==> config.mk <==
export PLATFORM = sky130hd
export DESIGN_NAME = mat4_vec4_sched
export DESIGN_NICKNAME = d
export VERILOG_FILES = /design/src/rtl/mat4_vec4_sched_pkg.sv /design/src/rtl/mat4_vec4_sched_tags.sv /design/src/rtl/mat4_vec4_sched.sv
export SDC_FILE = /design/constraint.sdc
export NUM_CORES = 1
export LEC_CHECK = 0
export CAP_MARGIN = 15
export CORE_MARGIN = 10
export CORE_UTILIZATION = 40
export DETAILED_ROUTE_END_ITERATION = 8
export PLACE_DENSITY_LB_ADDON = 0.12
export SETUP_SLACK_MARGIN = 0.15
export SLEW_MARGIN = 15
export SYNTH_ARGS = -nofsm -noshare
export SYNTH_HDL_FRONTEND = slang
export SYNTH_HIERARCHICAL = 1
export SYNTH_SLANG_ARGS = --single-unit
==> constraint.sdc <==
create_clock -name clock_i -period 4.9 [get_ports clock_i]
set_clock_uncertainty 0.15 [all_clocks]
set_input_delay 0.98 -clock clock_i [delete_from_list [all_inputs] [get_ports clock_i]]
set_output_delay 0.98 -clock clock_i [all_outputs]
set_load 0.01 [all_outputs]
==> src/rtl/mat4_vec4_sched_pkg.sv <==
// Shared widths, FSM encoding and lane helper
// for the 4x4 matrix by 4-vector sequencer.
package mat4_vec4_sched_pkg;

  localparam int FP_W  = 32;
  localparam int VEC_N = 4;
  localparam int BEATS = 16;
  localparam int VEC_W = FP_W * VEC_N;

  typedef enum logic [1:0] {
    S_IDLE,
    S_ISSUE,
    S_DRAIN,
    S_DONE
  } state_e;

  function automatic logic [FP_W-1:0] lane_sel(
    input logic [VEC_W-1:0] v,
    input logic [1:0]       k
  );
    return v[{k, 5'd0} +: FP_W];
  endfunction

endpackage

==> src/rtl/mat4_vec4_sched_tags.sv <==
// Row-tag delay line that shadows the dot unit latency.
// Each stage holds {valid, row}; frozen while en_i is low.
module tag_delay_line #(
  parameter int DEPTH = 14,
  parameter int W     = 3
) (
  input  logic         clk_i,
  input  logic         clr_ni,
  input  logic         en_i,
  input  logic [W-1:0] d_i,
  output logic [W-1:0] q_o
);

  logic [W-1:0] sr_q [DEPTH];

  always_ff @(posedge clk_i) begin
    if (!clr_ni) begin
      for (int i = 0; i < DEPTH; i++) begin
        sr_q[i] <= '0;
      end
    end else if (en_i) begin
      sr_q[0] <= d_i;
      for (int i = 1; i < DEPTH; i++) begin
        sr_q[i] <= sr_q[i-1];
      end
    end
  end

  assign q_o = sr_q[DEPTH-1];

endmodule

==> src/rtl/mat4_vec4_sched.sv <==
// Streams 16 matrix/vector element pairs into a shared
// pipelined dot unit and gathers the four row sums.
module mat4_vec4_sched
  import mat4_vec4_sched_pkg::*;
#(
  parameter int DOT_LATENCY = 14
) (
  input  logic             clock_i,
  input  logic             resetn_i,
  input  logic             start_i,
  input  logic [VEC_W-1:0] vec_in_i,
  input  logic             hold_i,
  output logic             busy_o,
  output logic             done_o,
  output logic [VEC_W-1:0] out_vec_o,
  output logic [3:0]       mat_addr_o,
  output logic             mat_rd_o,
  input  logic [FP_W-1:0]  mat_rdata_i,
  output logic [FP_W-1:0]  dot_v1_o,
  output logic [FP_W-1:0]  dot_v2_o,
  output logic             dot_clk_en_o,
  output logic             dot_aclr_o,
  input  logic [FP_W-1:0]  dot_result_i
);

  state_e                     state_q, state_d;
  logic [3:0]                 b_q, b_d;
  logic [VEC_W-1:0]           vec_q, vec_d;
  logic                       rd_q;
  logic [3:0]                 ab_q;
  logic [VEC_N-1:0][FP_W-1:0] out_q;
  logic [2:0]                 tag_in;
  logic [2:0]                 tag_out;
  logic                       run;
  logic                       accept;
  logic                       live;

  assign run    = resetn_i && !hold_i;
  assign accept = run && (state_q == S_IDLE) && start_i;
  assign live   = resetn_i && rd_q;

  // Last beat of a row group tags that row into the delay line
  assign tag_in = {rd_q && (ab_q[1:0] == 2'd3), ab_q[3:2]};

  tag_delay_line #(
    .DEPTH (DOT_LATENCY),
    .W     (3)
  ) u_tags (
    .clk_i  (clock_i),
    .clr_ni (resetn_i),
    .en_i   (!hold_i),
    .d_i    (tag_in),
    .q_o    (tag_out)
  );

  always_comb begin
    state_d = state_q;
    b_d     = b_q;
    vec_d   = vec_q;
    if (run) begin
      unique case (state_q)
        S_IDLE: begin
          if (start_i) begin
            state_d = S_ISSUE;
            b_d     = '0;
            vec_d   = vec_in_i;
          end
        end
        S_ISSUE: begin
          b_d = b_q + 4'd1;
          if (b_q == 4'(BEATS - 1)) begin
            state_d = S_DRAIN;
          end
        end
        S_DRAIN: begin
          if (tag_out[2] && (tag_out[1:0] == 2'd3)) begin
            state_d = S_DONE;
          end
        end
        S_DONE: begin
          state_d = S_IDLE;
        end
        default: begin
          state_d = S_IDLE;
        end
      endcase
    end
  end

  assign busy_o       = resetn_i && (state_q != S_IDLE);
  assign done_o       = run && (state_q == S_DONE);
  assign mat_rd_o     = run && (state_q == S_ISSUE);
  assign mat_addr_o   = resetn_i ? b_q : '0;
  assign dot_v1_o     = live ? mat_rdata_i : '0;
  assign dot_v2_o     = live ? lane_sel(vec_q, ab_q[1:0]) : '0;
  assign dot_clk_en_o = !hold_i;
  assign dot_aclr_o   = !resetn_i || accept;
  assign out_vec_o    = out_q;

  always_ff @(posedge clock_i) begin
    if (!resetn_i) begin
      state_q <= S_IDLE;
      b_q     <= '0;
      vec_q   <= '0;
      rd_q    <= 1'b0;
      ab_q    <= '0;
      out_q   <= '0;
    end else begin
      state_q <= state_d;
      b_q     <= b_d;
      vec_q   <= vec_d;
      if (!hold_i) begin
        rd_q <= mat_rd_o;
        ab_q <= b_q;
        if (tag_out[2]) begin
          out_q[tag_out[1:0]] <= dot_result_i;
        end
      end
    end
  end

endmodule

# Word level (Yosys, flattened, before mapping)
# Memory sizes are Yosys's and may differ from the RTL's.
# Index checks and enable logic that the tools add are counted.
[classes]
addsub = 1
n_lt_le_gt_ge = 2
n_mux = 30
eq_ne = 9
shifts = 1
n_bitwise = 15
n_reduce_logical = 20
[op_table]
columns = ["cell", "count"]
rows = [
  ["bitwise mux 128 bit", 1],
  ["variable part select 128 x 8 -> 32 bit", 1],
  ["2-to-1 mux 32 bit", 3],
  ["demux 32 bit (select 2 bit)", 1],
  ["2-to-1 mux 3 bit", 14],
  ["bitwise OR 1 bit", 14],
  ["logical AND 1 bit", 10],
  ["equality test 2 bit (second input constant)", 4],
  ["2-to-1 mux 4 bit", 2],
  ["one-hot mux 2 bit (4 select lines)", 1],
  ["one-hot mux 4 bit (2 select lines)", 1],
  ["2-to-1 mux 2 bit", 3],
  ["inequality test 2 bit (second input constant)", 3],
  ["AND reduction 3 bit", 2],
  ["adder 4 x 1 -> 4 bit (second input constant)", 1],
  ["equality test 4 bit (second input constant)", 1],
  ["2-to-1 mux 1 bit", 4],
  ["AND reduction 4 bit", 1],
  ["nonzero test 2 bit", 2],
  ["< comparator 2 x 3 -> 1 bit (second input constant)", 1],
  ["equality test 2 x 1 -> 1 bit (second input constant)", 1],
  ["greater-or-equal comparator 2 x 1 -> 1 bit (second input constant)", 1],
  ["logical NOT 1 bit", 2],
  ["logical NOT 2 bit", 1],
  ["3 further kinds", 3],
]
[totals]
out_inout_bits = 201
ff_bits = 267
n_memories = 1
word_cells = 88
ram_bits = 42
[mem_list]
columns = ["name", "words", "width", "rd", "rd_ports_with_merged_regs", "wr", "line_no", "text"]
rows = [
  ["u_tags.sr_q", 14, 3, 14, 0, 14, "mat4_vec4_sched_tags.sv:14", "logic [W-1:0] sr_q [DEPTH];"],
]

# Depth between registers and ports, before layout
# Gate-level depths: netlist (run 1).
[logic_depth]
ltp_word = 5
ltp_mapped = 8
depth_no_buf = 6

# By module
# Netlist (run 1), hierarchy kept.
[modules_own_cells]
columns = ["mod", "area_per_inst_um2", "cells_each", "n_inst"]
rows = [
  ["mat4_vec4_sched", 11378.4, 1309, 1],
  ["tag_delay_line", 1617.8, 95, 1],
]

# Least setup slack after synthesis (run 1)
# Ideal clock, no wire load.
[synth_path]
kind = "input to output"
startpoint = "input hold_i"
endpoint = "output dot_aclr_o"
path_buffers = 4
t_required_ns = 3.770
path_slack_ns = 1.896
arrival_ns = 1.874
stages = 7
path_cell_list = "buf_6 > nor2b_2 > buf_4 > nand3_1 > buf_4 > buf_2 > nand2_1"
[synth_between]
elab_chain_len = 5
[synth_rtl]
columns = ["item", "line_no", "text"]
rows = [
  ["from (decl)", "mat4_vec4_sched.sv:12", "input logic hold_i,"],
  ["logical NOT 1 bit", "n/a", ""],
  ["logical AND 1 bit", "mat4_vec4_sched.sv:38", "assign run = resetn_i && !hold_i;"],
  ["logical AND 1 bit (2 in series)", "mat4_vec4_sched.sv:39", "assign accept = run && (state_q == S_IDLE) && start_i;"],
  ["logical OR 1 bit", "mat4_vec4_sched.sv:97", "assign dot_aclr_o = !resetn_i || accept;"],
  ["to (decl)", "mat4_vec4_sched.sv:22", "output logic dot_aclr_o,"],
]
# Every way passes these cells.

# Final worst setup path (run 1)
# Same ends and word-level chain as after synthesis.

==> summary by stage, run 1 <==
Clock network
TritonCTS built the clock tree. The tree is rooted in a sky130_fd_sc_hd__clkbuf_16. Clock-pin slew was measured on the worst setup and hold paths at 50 ps.

The worst-case clock buffer depth is 3. The clock sink count is 309. Gates resized during post-CTS repair numbered 0. The count of hold-fix buffers inserted at cts is 0.

The clock reaches the later pin of the worst-skew pair after 490 ps. Counting the buffers created by CTS gives 36. The number of buffers added for setup after CTS is 0. The clock tree synthesis step divided the H-tree into 2 levels.

Finish
From synthesis to final layout, the design area changed by 40.4%. The fill cell total of the finished layout is 2,811. In the final layout, the share of cells above drive strength 1 is 0.0807. At the end of the flow the core is filled with cells to 0.574. The final standard cell count with taps included and fillers excluded is 2,196. The net count of the finished layout is 1,939.

Logic synthesis
The synthesis warning total is 6. The arithmetic-cell share of the synthesized area counting full adders, half adders and majority gates is 0.00578. After synthesis, the cell types taking the most area are sky130_fd_sc_hd__dfxtp_1, sky130_fd_sc_hd__nand2_1, sky130_fd_sc_hd__edfxtp_1.

After synthesis, the netlist uses 36 different library cells. The leading register cell type out of synthesis is sky130_fd_sc_hd__dfxtp_1. The area fraction in compound gates after synthesis is 0.151.

The synthesized netlist cell count is 1,404. Counting flops with a built-in enable in the synthesized netlist gives 42. Of the post-synthesis cell area, the dominant cell type holds 0.411. The sequential fraction of the synthesis area is 0.508. The largest area contributor in the synthesized netlist is sky130_fd_sc_hd__dfxtp_1.

The combinational family with the most area after synthesis is simple AND/OR/NAND/NOR gates. The synthesized design contains 309 register bits. After synthesis, the share of flip-flops with an asynchronous set or reset is 0.

The number of nets handed over by synthesis was 1,606. Measured against the total synthesized area, the mux share comes to 0.0609. The average instance area after synthesis is 9.26 µm². The netlist area before placement is 13,000 µm². The simple-gate share of the synthesized area is 0.222. Of the total synthesized cell area, the portion taken by XOR and XNOR cells is 0.00135.

STA
The worst-case headroom to the max-slew limit is 0.305. Setup violations remaining at the end of the flow were counted as 0. At the pin with the least slew margin, the transition time is 1040 ps. In the finished design, the share of the clock period the worst path needs comes to 0.806. The summed negative setup slack over all endpoints is 0 ps. Setup repair after global routing left no endpoint under its margin. The max-slew violation count is 0. Final hold analysis gives a worst-case slack of 299 ps. The hold violation total from the final report came to 0. The final critical-path required period is 3950 ps. Timing would allow up to 0.253 GHz.

Detailed routing
The routed wire length per instance is 18.3 µm. For this run, design rule violations remaining after detail routing come to 0. The routed wire length is 40,100 µm. In this run, the number of DRC markers left after iteration 0 of detailed routing was 614. The detailed router placed 10.7k vias in this run. The length of the first detailed-routing pass in iterations is 6. Using the TritonRoute via totals, the vias-per-cell ratio works out to 4.88. In this run the remaining antenna-violating nets after routing total 0.

Floorplan
The total area inside the core boundary comes to 31,800 µm². The die height is 200 µm. The die covers 40,100 µm².

The row count is 65. For this design the top-level I/O count stands at 397. The starting density of the core is 0.409. The chip width is 200 µm.

Worst setup path
In this run the worst path has a maximum fanout of 9. The startpoint type of the worst setup path is an input pin. The worst setup path is captured at an output port. At the worst endpoint, the arrival time is 2820 ps. At the worst endpoint, the required time is 3770 ps.

The category of the critical setup timing path is input pin to output port.

Min path
The min-delay analysis places its worst path in the category flip-flop to flip-flop.

Power
The share of total power dissipated in the clock network is 0.436. The maximum vdd ir drop is 0.183 mV. The share of total power dissipated in combinational logic is 0.098. Summed over all nets, the switching power comes to 1.32 mW. The internal power summed over all cells is 4.51 mW. The net switching fraction of the power is 0.227. In this run the power density over the cells is 319 nW/µm². The fraction of power consumed by sequential logic is 0.467. The leakage power is 6.60 nW.

Run status
The flow ran to the end, and the final reports show no timing, DRC or antenna violations.

Placed design
The final weighted congestion of routability-driven global placement is 0.790. The total of buffers placed on input and output ports is 396. The placed instance count is 2,134. After legalization and detailed placement, the total HPWL measured 28,300 µm.

Global routing
For this run the aggregate overflow at the end of global routing stands at 0. The global-route usage over all layers is 0.191. The maximum number of pins on one net before global-route repair is 128. The initial antenna violation count is 3. The first global-routing pass estimated 62,300 µm of wire. The number of global-route vias before repair is 10.6k.

Run
The number of violations of the max-capacitance limit is 0.
## state kept, by name, indices dropped and copies added (netlist names)
name / count
out_vec_o: 128
vec_q: 128
u_tags/sr_q: 42
ab_q: 4
b_q: 4
state_q: 2
rd_q: 1
## cells in the final DEF (no fill, tap or decap), types with 25 or more instances in the layout
cell / count
sky130_fd_sc_hd__nand2_1: 520
sky130_fd_sc_hd__clkdlybuf4s50_1: 395
sky130_fd_sc_hd__dfxtp_1: 264
sky130_fd_sc_hd__a21boi_1: 157
sky130_fd_sc_hd__a21boi_0: 102
sky130_fd_sc_hd__and3_1: 71
sky130_fd_sc_hd__edfxtp_1: 42
sky130_fd_sc_hd__clkbuf_16: 37
sky130_fd_sc_hd__mux4_2: 32
sky130_fd_sc_hd__and3_2: 25
## synthesized netlist by cell type, drive strengths merged, types with 2 or more instances
cell	n
nand2	520
dfxtp	267
a21boi	259
and3	97
buf	64
clkbuf	56
edfxtp	42
mux4	32
and2	18
ha	6
mux2i	6
nor2b	6
inv	5
nand3	5
nor2	4
nor3b	2
or3b	2
xor2	2
## per-layer routing
metal | GRT usage | vias up | wire [µm]
li1 | - | 5328 | -
met1 | 0.241 | 5020 | 17700
met2 | 0.316 | 306 | 18800
met3 | 0.0529 | 54 | 2690
met4 | 0.0473 | 4 | 834
met5 | 0 | - | 34
## logic make-up (layout without fill, tap and decap cells)
family	count (synthesis)	after routing
adder cells (fa/ha/maj)	6	6
AND/OR/NAND/NOR	661	661
flip-flops	309	309
multiplexers	39	39
AO/OA/AOI/OAI	262	262
buffers and inverters	125	481
XOR/XNOR	2	2
other	0	1
## final timing paths
check | startpoint | endpoint | slack [ps] | cells past startpoint
setup reg to reg | state_q[0]$_SDFFE_PN0P_ | vec_q[79]$_SDFFE_PN0P_ | 2260 | 7
hold / removal | out_vec_o[78]$_SDFFE_PN0P_ | out_vec_o[78]$_SDFFE_PN0P_ | 300 | 2
setup / recovery | hold_i | dot_aclr_o | 950 | 5
hold reg to reg | out_vec_o[78]$_SDFFE_PN0P_ | out_vec_o[78]$_SDFFE_PN0P_ | 300 | 2
## worst max-delay path, cell delays in order
cell,delay [ps]
sky130_fd_sc_hd__clkdlybuf4s50_1,600
sky130_fd_sc_hd__nor2b_2,420
sky130_fd_sc_hd__nand3_4,120
sky130_fd_sc_hd__nand2_1,80
sky130_fd_sc_hd__clkdlybuf4s50_1,610
## power by group through the flow
stage / Combinational, mW / Clock [mW] / Sequential, mW
after floorplan: 0.289 / 0 / 2.75
after global placement: 0.568 / 0 / 2.77
after detailed placement: 0.574 / 0 / 2.77
after CTS: 0.576 / 2.61 / 2.72
after global routing: 0.622 / 2.71 / 2.73
final: 0.568 / 2.54 / 2.72
## layout make-up
class | count | area (µm²) | area share
antenna | 1 | 2.50 | 0.000137
clock buffer | 57 | 1100 | 0.0603
clock inverter | 4 | 27.5 | 0.00151
inverter | 5 | 18.8 | 0.00103
multi-input combinational | 970 | 5770 | 0.316
sequential | 309 | 6610 | 0.362
tap | 435 | 544 | 0.0298
timing repair buffer | 415 | 4170 | 0.229
## metrics by stage
stage	setup WS, ps	power, mW	instance area (µm²)
CTS	880	5.91	18200
global placement	912	3.34	17100
detailed placement	931	3.35	17100
finish	950	5.83	18300
floorplan	1900	3.04	13000
global route	817	6.06	18200
Note: power is estimated with default switching activity, not from simulation.
==> inputs of run 2 (changes only) <==
==> constraint.sdc (replaced) <==
create_clock -name clock_i -period 3.8 [get_ports clock_i]
set_clock_uncertainty 0.15 [all_clocks]
set_input_delay 0.76 -clock clock_i [delete_from_list [all_inputs] [get_ports clock_i]]
set_output_delay 0.76 -clock clock_i [all_outputs]
set_load 0.01 [all_outputs]
==> run 2 against run 1 <==
Clock-buffer cell count fell by 5. Sequential share of layout area fell by 0.27 points. Critical path depth fell by 1. First-iteration DRC count fell by 13%. Cell count rose by 0.46%. Wire length rose by 1.4%. Critical path type is now flip-flop to output port.
==> summary by stage, run 2 (same netlist as run 1, synthesis figures left out) <==
Run status
Run status: completed (unchanged).

Global routing
The number of global-route vias before repair is 10.9k (was 10.6k). The met1 global-route usage is 0.246 (was 0.241). The initial antenna violation count is 9 (was 3). The sum of overflow across all layers after global routing is 0 (unchanged). The met2 routing resource usage after global routing is 0.317 (was 0.316).

The global-route wire length before repair is 63,700 µm (was 62,300 µm). The peak-usage layer in the global routing report is met2 (unchanged). The maximum number of pins on one net before global-route repair is 101 (was 128). The met3 track demand over resource in global routing came to 0.0493 (was 0.0529). The global-route usage over all layers is 0.194 (was 0.191).

Placed design
The detailed-placement wirelength estimate came to 28,700 µm (was 28,300 µm). The total of buffers placed on input and output ports is 396 (unchanged). The placed instance count is 2,139 (was 2,134).

The final weighted congestion of routability-driven global placement was 0.793 (was 0.790).

Run
The number of violations of the max-capacitance limit was 0 (unchanged).

STA
The post-route clock period utilization is 0.905. RSZ-0062 raised after global routing: no (unchanged). The worst hold slack after final layout is 298 ps (was 299 ps). The summed negative setup slack over all endpoints is 0 ps (unchanged). The peak clock frequency supported by timing is 0.291 GHz. The transition time of the tightest slew-check pin was 867 ps (was 1040 ps). The max-slew violation count came to 0 (unchanged). Counting I/O delays and the setup requirement, the final critical path takes 3440 ps. The worst-case headroom to the max-slew limit is 0.422 (was 0.305). The number of endpoints failing setup at the final stage is 0 (unchanged). The hold violation total from the final report is 0 (unchanged).

Finish
The final standard cell count with taps included and fillers excluded was 2,206 (was 2,196). The layout net count is 1,943 (was 1,939). Most used cells in the layout excluding fill and tap cells: sky130_fd_sc_hd__nand2_1, sky130_fd_sc_hd__clkdlybuf4s50_1, sky130_fd_sc_hd__dfxtp_1 (unchanged). The share of post-route cells with drive strength above 1 is 0.0856 (was 0.0807).

The area added between synthesis and finish is 41.5% (was 40.4%). The fill cell total of the finished layout is 2,845 (was 2,811). The sequential cell area was 6610 µm² (unchanged). The multi-input combinational cell area is 5770 µm² (unchanged).

The utilization of the core after routing came to 0.578 (was 0.574). The most common library cell in the layout ignoring fill and taps was sky130_fd_sc_hd__nand2_1 (unchanged).

Power
The fraction of power consumed by sequential logic is 0.459 (was 0.467). The leakage power was 6.68 nW (was 6.60 nW). The portion of total power attributed to combinational logic is 0.100 (was 0.098). The maximum vdd ir drop is 0.260 mV (was 0.183 mV). The total power per unit cell area is 414 nW/µm² (was 319 nW/µm²).

The net switching fraction of the power is 0.227 (about the same). The switching power is 1.73 mW (was 1.32 mW). The share of power burned in the clock network came to 0.441 (was 0.436). The internal power summed over all cells is 5.88 mW (was 4.51 mW).

Clock network
The total number of H-tree levels is 2 (unchanged). The cell chosen for the clock root is sky130_fd_sc_hd__clkbuf_16 (unchanged). The clock network latency to the later pin of the worst-skew pair is 490 ps (about the same). The clock sink count came to 309 (unchanged).

The worst-case clock buffer depth is 3 (unchanged). The clock-pin slew on the worst setup and hold paths is 60 ps (was 50 ps). The CTS tree is yes (unchanged). The CTS buffer count is 35 (was 36).

Detailed routing
The count of routing violations after the opening detailed-route iteration is 533 (was 614). The average via count per standard cell is 4.91 (was 4.88). The number of nets still failing antenna checks after routing came to 0 (unchanged). The routed wire length is 40,700 µm (was 40,100 µm). The total vias in the final route was 10.8k (was 10.7k). The length of the first detailed-routing pass in iterations is 4 (was 6). The residual DRC count is 0 (unchanged).

The routed wire length per instance is 18.4 µm (was 18.3 µm).

Floorplan
The row count was 65 (unchanged). The die footprint was 40,100 µm² (unchanged). The die height came to 200 µm (unchanged). The count of boundary I/O pins was 397 (unchanged).

The chip width is 200 µm (unchanged). The area of the core is 31,800 µm² (unchanged). The starting density of the core was 0.409 (unchanged).

Worst setup path
The startpoint type of the worst setup path is a flip-flop (was input pin). The category of the critical setup timing path is flip-flop to output port (was input pin to output port). The arrival time of the worst setup path is 2530 ps (was 2820 ps). The required time at the endpoint of the critical path is 2890 ps (was 3770 ps). The largest fanout on the critical path is 25 (was 9). The type of destination of the critical path is an output port (unchanged).

Min path
The class of the worst hold path is flip-flop to flip-flop (unchanged).
-- run 2: cell count changes in the layout (fill, tap and decap cells not counted), moves of 2 or more --
cell / change
sky130_fd_sc_hd__clkinvlp_4: -3
sky130_fd_sc_hd__buf_12: +5
sky130_fd_sc_hd__clkinv_2: +7
sky130_fd_sc_hd__diode_2: +5
sky130_fd_sc_hd__clkbuf_1: -4
sky130_fd_sc_hd__clkbuf_8: -2
-- run 2: worst paths after layout --
| check | start | to | slack (ps) | cells past startpoint |
|---|---|---|---|---|
| setup reg to reg | state_q[0]$_SDFFE_PN0P_ | vec_q[70]$_SDFFE_PN0P_ | 1190 | 7 |
| hold / removal | out_vec_o[46]$_SDFFE_PN0P_ | out_vec_o[46]$_SDFFE_PN0P_ | 300 | 2 |
| hold reg to reg | out_vec_o[46]$_SDFFE_PN0P_ | out_vec_o[46]$_SDFFE_PN0P_ | 300 | 2 |
| setup / recovery | ab_q[0]$_SDFFE_PN0N_ | dot_v2_o[3] | 360 | 4 |
-- run 2: power by group through the flow --
stage	clock (mW)	combinational, mW	sequential, mW
floorplan	0	0.373	3.55
global placement	0	0.759	3.56
detailed placement	0	0.769	3.57
CTS	3.44	0.772	3.50
global route	3.54	0.831	3.51
finish	3.35	0.761	3.49
-- run 2: per-stage QoR --
stage	area [µm²]	power, mW	worst slack, ps
2_1_floorplan	13000	3.92	1240
3_3_place_gp	17200	4.32	491
3_5_place_dp	17200	4.34	483
4_1_cts	18400	7.71	196
5_1_grt	18400	7.88	248
6_report	18400	7.61	361
-- run 2: layer usage --
layer  vias up  share of wire
li1       5337              -
met1      5118           0.45
met2       315           0.47
met3        59          0.061
met4         6          0.025
met5         -         0.0010
-- run 2: layout make-up --
cell class	instances	share of cell area
diodes	6	0.000816
clock buffers	52	0.0589
clock inverters	9	0.00381
inverters	5	0.00102
multi-input cells	970	0.314
flip-flops and latches	309	0.360
well taps	435	0.0296
repair buffers	420	0.232
-- run 2: worst max-delay path: stages (launching register included) --
cell                              delay (ps)
sky130_fd_sc_hd__dfxtp_4                 480
sky130_fd_sc_hd__buf_12                  270
sky130_fd_sc_hd__mux4_2                  550
sky130_fd_sc_hd__and3_1                  190
sky130_fd_sc_hd__clkdlybuf4s50_1         530
-- run 2: repair_timing --
item	CTS	global route
setup buffers	0	0
resized for setup	0	1
endpoints found under the setup margin	0	6
hold buffers	0	0
